`src/rtl/sseg_arb_pkg.sv`:
```
// Shared types for the seven-segment display arbiter: FSM state encoding,
// client identifier and the state each client owns.
package sseg_arb_pkg;

  typedef enum logic [1:0] {
    IDLE = 2'd0,
    OWN0 = 2'd1,
    OWN1 = 2'd2
  } arb_state_t;

  typedef logic client_id_t;

  localparam int NUM_CLIENTS = 2;

  function automatic arb_state_t own_state(input client_id_t id);
    return id ? OWN1 : OWN0;
  endfunction

endpackage

```
`src/rtl/sseg_hold_timer.sv`:
```
// Minimum-ownership timer: loads on grant, counts down while someone owns the
// display and saturates at zero; expired marks the hold as used up.
module sseg_hold_timer #(
  parameter int               WIDTH    = 8,
  parameter logic [WIDTH-1:0] LOAD_VAL = '0
) (
  input  logic clk,
  input  logic reset_n,
  input  logic load,
  input  logic dec,
  output logic expired
);

  logic [WIDTH-1:0] cnt;

  always_ff @(posedge clk or negedge reset_n) begin
    if (!reset_n) begin
      cnt <= '0;
    end else if (load) begin
      cnt <= LOAD_VAL;
    end else if (dec && (cnt != '0)) begin
      cnt <= cnt - 1'b1;
    end
  end

  assign expired = (cnt == '0);

endmodule

```
`src/rtl/sseg_display_arbiter.sv`:
```
// Round-robin owner of the 4-digit seven-segment display with a minimum hold
// time; latches the owner's hex word and drives the digit mux plus a blank flag.
module sseg_display_arbiter
  import sseg_arb_pkg::*;
#(
  parameter int HOLD_CYCLES = 50_000_000
) (
  input  logic        clk,
  input  logic        reset_n,
  input  logic        req0_valid,
  input  logic [15:0] req0_data,
  input  logic        req0_rel,
  output logic        req0_ready,
  input  logic        req1_valid,
  input  logic [15:0] req1_data,
  input  logic        req1_rel,
  output logic        req1_ready,
  output logic [3:0]  hex0,
  output logic [3:0]  hex1,
  output logic [3:0]  hex2,
  output logic [3:0]  hex3,
  output logic        blank,
  output logic        owner,
  output logic [1:0]  dbg_state
);

  localparam int HOLD_W = $clog2(HOLD_CYCLES + 1);
  localparam logic [HOLD_W-1:0] HOLD_LOAD = HOLD_W'(HOLD_CYCLES - 1);

  // Handshake: a word moves when reqN_valid & reqN_ready are both high at a
  // clock edge. reqN_ready depends only on the state register, never on inputs;
  // valid may rise or fall freely and data is only sampled on a transfer.

  arb_state_t state;
  arb_state_t next_state;
  client_id_t last_owner;
  logic [15:0] hex_word;
  logic        grant;
  logic        hold_expired;

  always_comb begin
    next_state = state;
    unique case (state)
      IDLE: begin
        if (req0_valid && (!req1_valid || last_owner)) begin
          next_state = OWN0;
        end else if (req1_valid) begin
          next_state = OWN1;
        end
      end
      OWN0: begin
        if (req0_rel) begin
          next_state = req1_valid ? OWN1 : IDLE;
        end else if (hold_expired && req1_valid) begin
          next_state = OWN1;
        end
      end
      OWN1: begin
        if (req1_rel) begin
          next_state = req0_valid ? OWN0 : IDLE;
        end else if (hold_expired && req0_valid) begin
          next_state = OWN0;
        end
      end
      default: next_state = IDLE;
    endcase
  end

  // Any transition into an owning state (from IDLE or a direct switch) is a grant.
  assign grant = (next_state != state) && (next_state != IDLE);

  always_ff @(posedge clk or negedge reset_n) begin
    if (!reset_n) begin
      state      <= IDLE;
      hex_word   <= '0;
      blank      <= 1'b1;
      owner      <= 1'b0;
      last_owner <= 1'b1;
    end else begin
      state <= next_state;
      blank <= (next_state == IDLE);
      if (grant) begin
        owner      <= (next_state == own_state(1'b1));
        last_owner <= (next_state == own_state(1'b1));
      end
      // Ready was high this cycle, so the word is taken even on release/switch.
      if ((state == OWN0) && req0_valid) begin
        hex_word <= req0_data;
      end else if ((state == OWN1) && req1_valid) begin
        hex_word <= req1_data;
      end
    end
  end

  sseg_hold_timer #(
    .WIDTH    (HOLD_W),
    .LOAD_VAL (HOLD_LOAD)
  ) u_hold_timer (
    .clk     (clk),
    .reset_n (reset_n),
    .load    (grant),
    .dec     (state != IDLE),
    .expired (hold_expired)
  );

  assign req0_ready = (state == OWN0);
  assign req1_ready = (state == OWN1);
  assign hex0       = hex_word[3:0];
  assign hex1       = hex_word[7:4];
  assign hex2       = hex_word[11:8];
  assign hex3       = hex_word[15:12];
  assign dbg_state  = state;

endmodule

```
`config.mk`:
```
export PLATFORM = sky130hd
export DESIGN_NAME = sseg_display_arbiter
export DESIGN_NICKNAME = d
export VERILOG_FILES = /design/src/rtl/sseg_arb_pkg.sv /design/src/rtl/sseg_hold_timer.sv /design/src/rtl/sseg_display_arbiter.sv
export SDC_FILE = /design/constraint.sdc
export NUM_CORES = 1
export LEC_CHECK = 0
export BUFFER_PORTS_ARGS = -buffer_cell sky130_fd_sc_hd__buf_4
export CORE_ASPECT_RATIO = 2
export CORE_MARGIN = 5
export CORE_UTILIZATION = 48
export CTS_CLUSTER_SIZE = 40
export DETAILED_ROUTE_END_ITERATION = 16
export PLACE_DENSITY = 0.75
export SLEW_MARGIN = 20
export SYNTH_ARGS = -nofsm -noshare
export SYNTH_HDL_FRONTEND = slang
export SYNTH_SLANG_ARGS = --single-unit
export TNS_END_PERCENT = 100
```
`constraint.sdc`:
```
create_clock -name clk -period 2.4 [get_ports clk]
set_input_delay 0 -clock clk [delete_from_list [all_inputs] [get_ports clk]]
set_output_delay 0 -clock clk [all_outputs]
set_load 0.05 [all_outputs]
```
## Yosys cells after proc, flatten, opt, wreduce, memory -nomap -nowiden

Cells that the tools add are included.

| cells by class | value |
|---|---|
| divide/modulo/power cells | 0 |
| equal/unequal tests | 4 |
| $mul | 0 |
| magnitude comparators | 0 |
| bitwise operators | 0 |
| reduce and logical (&&, ||, !) cells | 17 |
| shift operators | 0 |
| mux-type cells | 13 |
| $add $sub $neg | 1 |

Operators by type and width:

| cell | count |
|---|---|
| 26-bit two-way mux | 2 |
| 16-bit two-way mux | 2 |
| 26-bit zero test | 1 |
| 26-bit nonzero test | 1 |
| 26-bit by 1-bit subtractor with 26-bit output, second input constant | 1 |
| 2-bit two-way mux | 7 |
| 2-bit nonzero test | 4 |
| 1-bit logical AND | 7 |
| 2-bit case mux with 3 select lines | 1 |
| 2-bit equality test, second input constant | 2 |
| 2-bit zero test | 2 |
| 2-bit by 1-bit equality test with 1-bit output, second input constant | 1 |
| 2-bit != test | 1 |
| 1-bit zero test | 1 |
| 1-bit logical OR | 1 |
| 1-bit two-way mux | 1 |

| word-level totals | value |
|---|---|
| output and inout bits | 22 |
| register bits after elaboration | 47 |
| input bits | 38 |
| memories | 0 |
| ROM bits | 0 |
| word-level logic and storage cells | 41 |
| latch bits | 0 |
| bits in writable memories | 0 |

## Longest topological paths before layout

| logic depth | value |
|---|---|
| word-level depth | 8 |
| mapped depth | 9 |

## By module

Synthesis repeated with hierarchy kept, for this count alone.

| second synthesis, totals | value |
|---|---|
| cell total of the unflattened synthesis | 231 |
| area, all modules | 2593.7 sq um |

Modules (own cells, without submodules):

| module | instances | area an instance (sq um) | cells an instance |
|---|---|---|---|
| sseg_hold_timer | 1 | 1480.2 | 148 |
| sseg_display_arbiter | 1 | 1113.6 | 83 |

## Worst setup path after synthesis

OpenSTA, ideal clock, no wires.

| timing | value |
|---|---|
| kind | reg2reg |
| start point | register state[1], in the netlist dbg_state[1] |
| end point | register hex_word[11] |
| path buffers | 1 |
| arrival | 2593 ps |
| library setup time | 135 ps |
| stages on the path, launching flop included | 6 |
| setup slack | -329 ps |
| path through | dfrtp_1 -> nor2b_1 -> nand2_1 -> clkbuf_1 -> mux2i_1 -> o21ai_0 |

| on the way | value |
|---|---|
| word-level cells in the longest chain between the ends | 3 |

RTL lines:

| what | RTL line | RTL |
|---|---|---|
| start: declaration | sseg_display_arbiter.sv:34 | `arb_state_t state;` |
| start signal: assignment | sseg_display_arbiter.sv:80 | `state <= next_state;` |
| 2-bit equality test | -- |  |
| via req1_ready | sseg_display_arbiter.sv:17 | `output logic req1_ready,` |
| 1-bit logical AND | sseg_display_arbiter.sv:89 | `end else if ((state == OWN1) && req1_valid) begin` |
| 2-bit nonzero test (no line) | -- |  |
| end signal: assignment | sseg_display_arbiter.sv:88 | `hex_word <= req0_data;` |
| end signal: assignment | sseg_display_arbiter.sv:90 | `hex_word <= req1_data;` |
| end: declaration | sseg_display_arbiter.sv:37 | `logic [15:0] hex_word;` |

The timed path passes the listed nets, and every way through them passes these cells.
A chain may end at the register's enable or synchronous reset.

## Worst setup path in the final report

| timing | value |
|---|---|
| start point | register u_hold_timer.cnt[15] |
| end point | register u_hold_timer.cnt[25] |

| on the way | value |
|---|---|
| word-level cells in the longest chain between the ends | 8 |

RTL lines:

| what | RTL line | RTL |
|---|---|---|
| start: declaration | sseg_hold_timer.sv:14 | `logic [WIDTH-1:0] cnt;` |
| start signal: assignment | sseg_hold_timer.sv:22 | `cnt <= cnt - 1'b1;` |
| 26-bit zero test | sseg_hold_timer.sv:26 | `assign expired = (cnt == '0);` |
| 1-bit logical AND (on tied branches) | sseg_display_arbiter.sv:61, sseg_display_arbiter.sv:54 |  |
| 2-bit two-way mux (on tied branches) | sseg_display_arbiter.sv:61, sseg_display_arbiter.sv:54 |  |
| 2-bit two-way mux (on tied branches) | sseg_display_arbiter.sv:59, sseg_display_arbiter.sv:52 |  |
| 2-bit case mux with 3 select lines | sseg_display_arbiter.sv:43 | `unique case (state)` |
| 2-bit != test / 2-bit nonzero test (equally long branches) | sseg_display_arbiter.sv:70 | `assign grant = (next_state != state) && (next_state != IDLE);` |
| 1-bit logical AND | sseg_display_arbiter.sv:70 |  |
| 26-bit two-way mux / 2-bit nonzero test (equally long branches) | -- |  |

Parallel ways exist; a longest one is shown, timed or not. The select of a mux whose other input is x is not followed.

==> metrics.md <==
| Metric | Value |
|---|---|
| Worst hold margin | `0.0185 ns` |
| Avg Synthesized Cell Area | `9.75 µm²` |
| Top cell by count, worst path | `or4_4` |
| Largest vdd supply drop | `1000 µV` |
| Net load switching power | `between 1.5 and 2 mW` |
| Largest driver fanout on the critical path | `7` |
| Total congestion overflow | `0` |
| Portion of total power attributed to sequential cells | `between 30% and 40%` |
| CTS Root Cell | `clkbuf_8` |
| Number of cells produced by synthesis | `approximately 260` |
| Global-route wire length before repair | `11.8 mm` |
| Fraction of registers with async set or reset after synthesis | `100%` |
| Total chip power | `3.73 mW` |
| Clock tree from TritonCTS | `done` |
| Starting density of the core | `49.5%` |
| Type of the tightest min-delay check | `input port to flip-flop` |
| Pin count of the biggest net entering global routing | `48` |
| Num CTS Buffers | `5` |
| Slew of the pin with the lowest slew margin | `0.601 ns` |
| Required @ worst endpoint | `2.59 ns` |
| Via-to-Cell Ratio | `5.82` |
| Global placer's final weighted congestion | `between 0.8 and 0.9` |
| Cell with the biggest individual delay on the critical path | `or4_4` |
| Port Buffer Count | `59` |
| Worst Path Class, Setup | `flip-flop to flip-flop` |
| Largest delay share family, worst path | `simple AND/OR/NAND/NOR gates` |
| FP Rows | `37` |
| Number of synthesized flops with an enable pin | `0` |
| Combined area of all synthesized cells | `0.00254 mm²` |
| Dpl hpwl | `5.03 mm` |
| Net switching fraction of the power | `43.3%` |
| Antenna violations before repair | `0` |
| Dominant synthesized flop cell | `dfrtp_1` |
| Number of global-route vias before repair | `2510` |
| Yosys Warn Count | `0` |
| Final cycle utilization of the critical path | `96.9%` |
| Ranking of synthesized cells by instance count | `45 x dfrtp_1, 26 x nand2_1, 26 x o21ai_0` |
| CTS H-Tree Depth | `2` |
| Boundary Pins | `60` |
| DIE AREA | `0.00695 mm²` |
| Max frequency | `430 MHz` |
| Vertical die dimension | `113 µm` |
| Seq cells post-synth | `47` |
| Total internal power | `2.11 mW` |
| Largest area contributor in the synthesized netlist | `dfrtp_1` |
| Top cells by area in the synthesized netlist | `dfrtp_1 44%, mux2i_1 6.3%, o21ai_0 5.1%` |
| Share of Yosys cell area claimed by the top area cell type | `44.2%` |
| Count of unique library cells instantiated by Yosys | `50` |
| Max Clock Skew | `0.0126 ns` |
| Clock network fraction of total power | `15.9%` |
| Result of the run | `complete, no violations` |
| DR vias | `2516` |
| Total Wirelength | `about 7.2 mm` |
| Most instantiated library cell after synthesis | `dfrtp_1` |
| Detailed-routing iteration count for the pre-antenna-repair pass | `4` |
| Floorplan Core Area | `0.00514 mm²` |
| Sum Neg Setup Slack | `0 ns` |
| Final Hold Vio Count | `0` |
| Antenna cell count | `0` |
| Max-slew headroom | `59.9%` |
| Worst stage delay on the critical path | `0.54 ns` |
| Layout area overhead | `44.3%` |
| Number of clock sinks | `47` |
| Number of buffer and inverter instances along the worst setup path | `0` |
| Global-route total usage across every layer | `22.5%` |
| Comb power frac | `53.6%` |
| Setup bufs post-CTS | `0` |
| Max-slew violations | `0` |
| Dpl ws | `-0.0953 ns` |
| Leakage Power | `1.61 nW` |
| Number of nets produced by synthesis | `around 300` |
| Share of synthesized area occupied by flip-flops and latches | `46.3%` |
| Critical Path AT | `between 2 and 3 ns` |
| Share of cells above drive strength 1 | `a little under a third` |
| Clock tree buffer depth | `2` |
| Total power per unit cell area | `~1000 mW/mm²` |
| Final setup viols | `0` |
| Layout Cell Area excl Fill | `between 0.003 and 0.004 mm²` |
| Startpoint Class | `flip-flop` |
| WL per Instance | `16.8 µm` |
| Post-layout net count | `413` |
| Placed standard-cell area | `0.00324 mm²` |
| Clock Latency Late Sink | `around 0.32 ns` |
| Endpoint class of the critical path | `flip-flop` |
| Clock transition time at the flip-flop clock pins of the worst setup and hold paths | `0.09 ns` |
| Critical path, cell by cell | `or4_4 > or3_4 > or4_4 > o41ai_2 > o311ai_1` |
| Die Span X | `around 61 µm` |
| Antenna violation net count after detailed routing | `0` |
| DRC violation count after routing | `0` |
| PnR worst setup slack | `0.0755 ns` |
| Shortest clock period the worst path allows after layout | `2.32 ns` |
| Starting DRT DRC Count | `115` |
| Number of max-cap violations | `0` |
-- final cells by class --
cell class | instances | area, µm²
flip-flops and latches | 47 | 1180
repair buffers | 119 | 996
clock buffers | 5 | 68.8
fillers | 364 | 1470
clock inverters | 3 | 43.8
inverters | 4 | 15.0
well taps | 58 | 72.6
multi-input cells | 196 | 1300
-- final timing paths --
path	from	to	slack (ns)	depth (start not counted)
max	u_hold_timer.cnt[15]	u_hold_timer.cnt[25]	0.08	5
min	req1_data[1]	hex_word[1]	0.02	3
max reg2reg	u_hold_timer.cnt[15]	u_hold_timer.cnt[25]	0.08	5
min reg2reg	owner	owner	0.49	1
max in group asynchronous	reset_n	u_hold_timer.cnt[3]	1.76	2
min in group asynchronous	reset_n	hex_word[13]	0.22	2
-- worst min-delay path, delay by kind of cell --
| kind | cells | cell delay (ns) |
|---|---|---|
| AOI/OAI and AO/OA | 1 | 0.17 |
| buffers and inverters | 1 | 0.08 |
| muxes | 1 | 0.05 |
-- layout by cell type (no fill, tap or decap), types with 2 or more instances in the layout --
master         instances
a21oi_1               10
and3_1                 3
buf_4                 86
o21ai_0               26
o31ai_1                9
a21o_1                 2
nor2b_1                3
nor2_1                10
nand2b_1               2
buf_12                 2
mux2i_1               16
o311ai_0               3
dfstp_2                2
nand4_1                5
nand3_1               16
inv_1                  4
and2_1                 2
dlygate4sd3_1         31
nor4_1                 5
o41ai_1                4
xor2_1                 3
ha_1                   2
or4_4                  3
or3_1                 10
nand2_1               26
or4_1                  7
nor3_1                 4
dfrtp_1               45
clkbuf_8               5
-- flip-flops by register name (all words and copies together), names as in the netlist --
name              cells
owner                 1
dbg_state             2
hex_word             16
last_owner            1
u_hold_timer.cnt     26
blank                 1
-- power by group through the flow --
stage | clock network (mW) | logic [mW] | registers, mW
floorplan | 0 | 0.576 | 1.72
global placement | 0 | 1.75 | 1.13
detailed placement | 0 | 1.77 | 1.15
CTS | 0.612 | 1.99 | 1.13
global route | 0.644 | 2.15 | 1.16
finish | 0.591 | 2.00 | 1.14
-- what timing repair did --
| item | in CTS | in global routing |
|---|---|---|
| endpoints found under the setup margin | 19 | 12 |
| hold endpoints to repair | 62 | 0 |
| pin swaps | 1 | 6 |
| hold buffers | 31 | 0 |
| gates resized for setup | 2 | 1 |
-- logic make-up (layout without fill, tap and decap cells) --
logic type | count (synthesis) | in the layout | share of synthesized area, %
AO/OA/AOI/OAI | 65 | 65 | 16.8
XOR/XNOR | 4 | 4 | 1.38
adder cells (fa/ha/maj) | 2 | 2 | 0.983
buffers and inverters | 18 | 131 | 3.93
flip-flops | 47 | 47 | 46.3
multiplexers | 16 | 16 | 6.29
AND/OR/NAND/NOR | 109 | 109 | 24.3
-- layer usage --
| metal | global-route usage, % | vias to the layer above | wire [µm] |
|---|---|---|---|
| met4 | 11.3 | 0 | 303 |
| met2 | 37.7 | 95 | 3750 |
| met3 | 4.79 | 25 | 535 |
| met1 | 25.7 | 1190 | 2650 |
| li1 | - | 1206 | - |
| met5 | 0 | - | 0 |
-- per-stage QoR --
stage,std cells,utilization [%]
6_report,432,71.5
5_1_grt,432,71.5
4_1_cts,432,71.4
3_5_place_dp,393,63.0
3_3_place_gp,393,63.0
2_1_floorplan,261,-
Power figures use the tool's default switching activity.
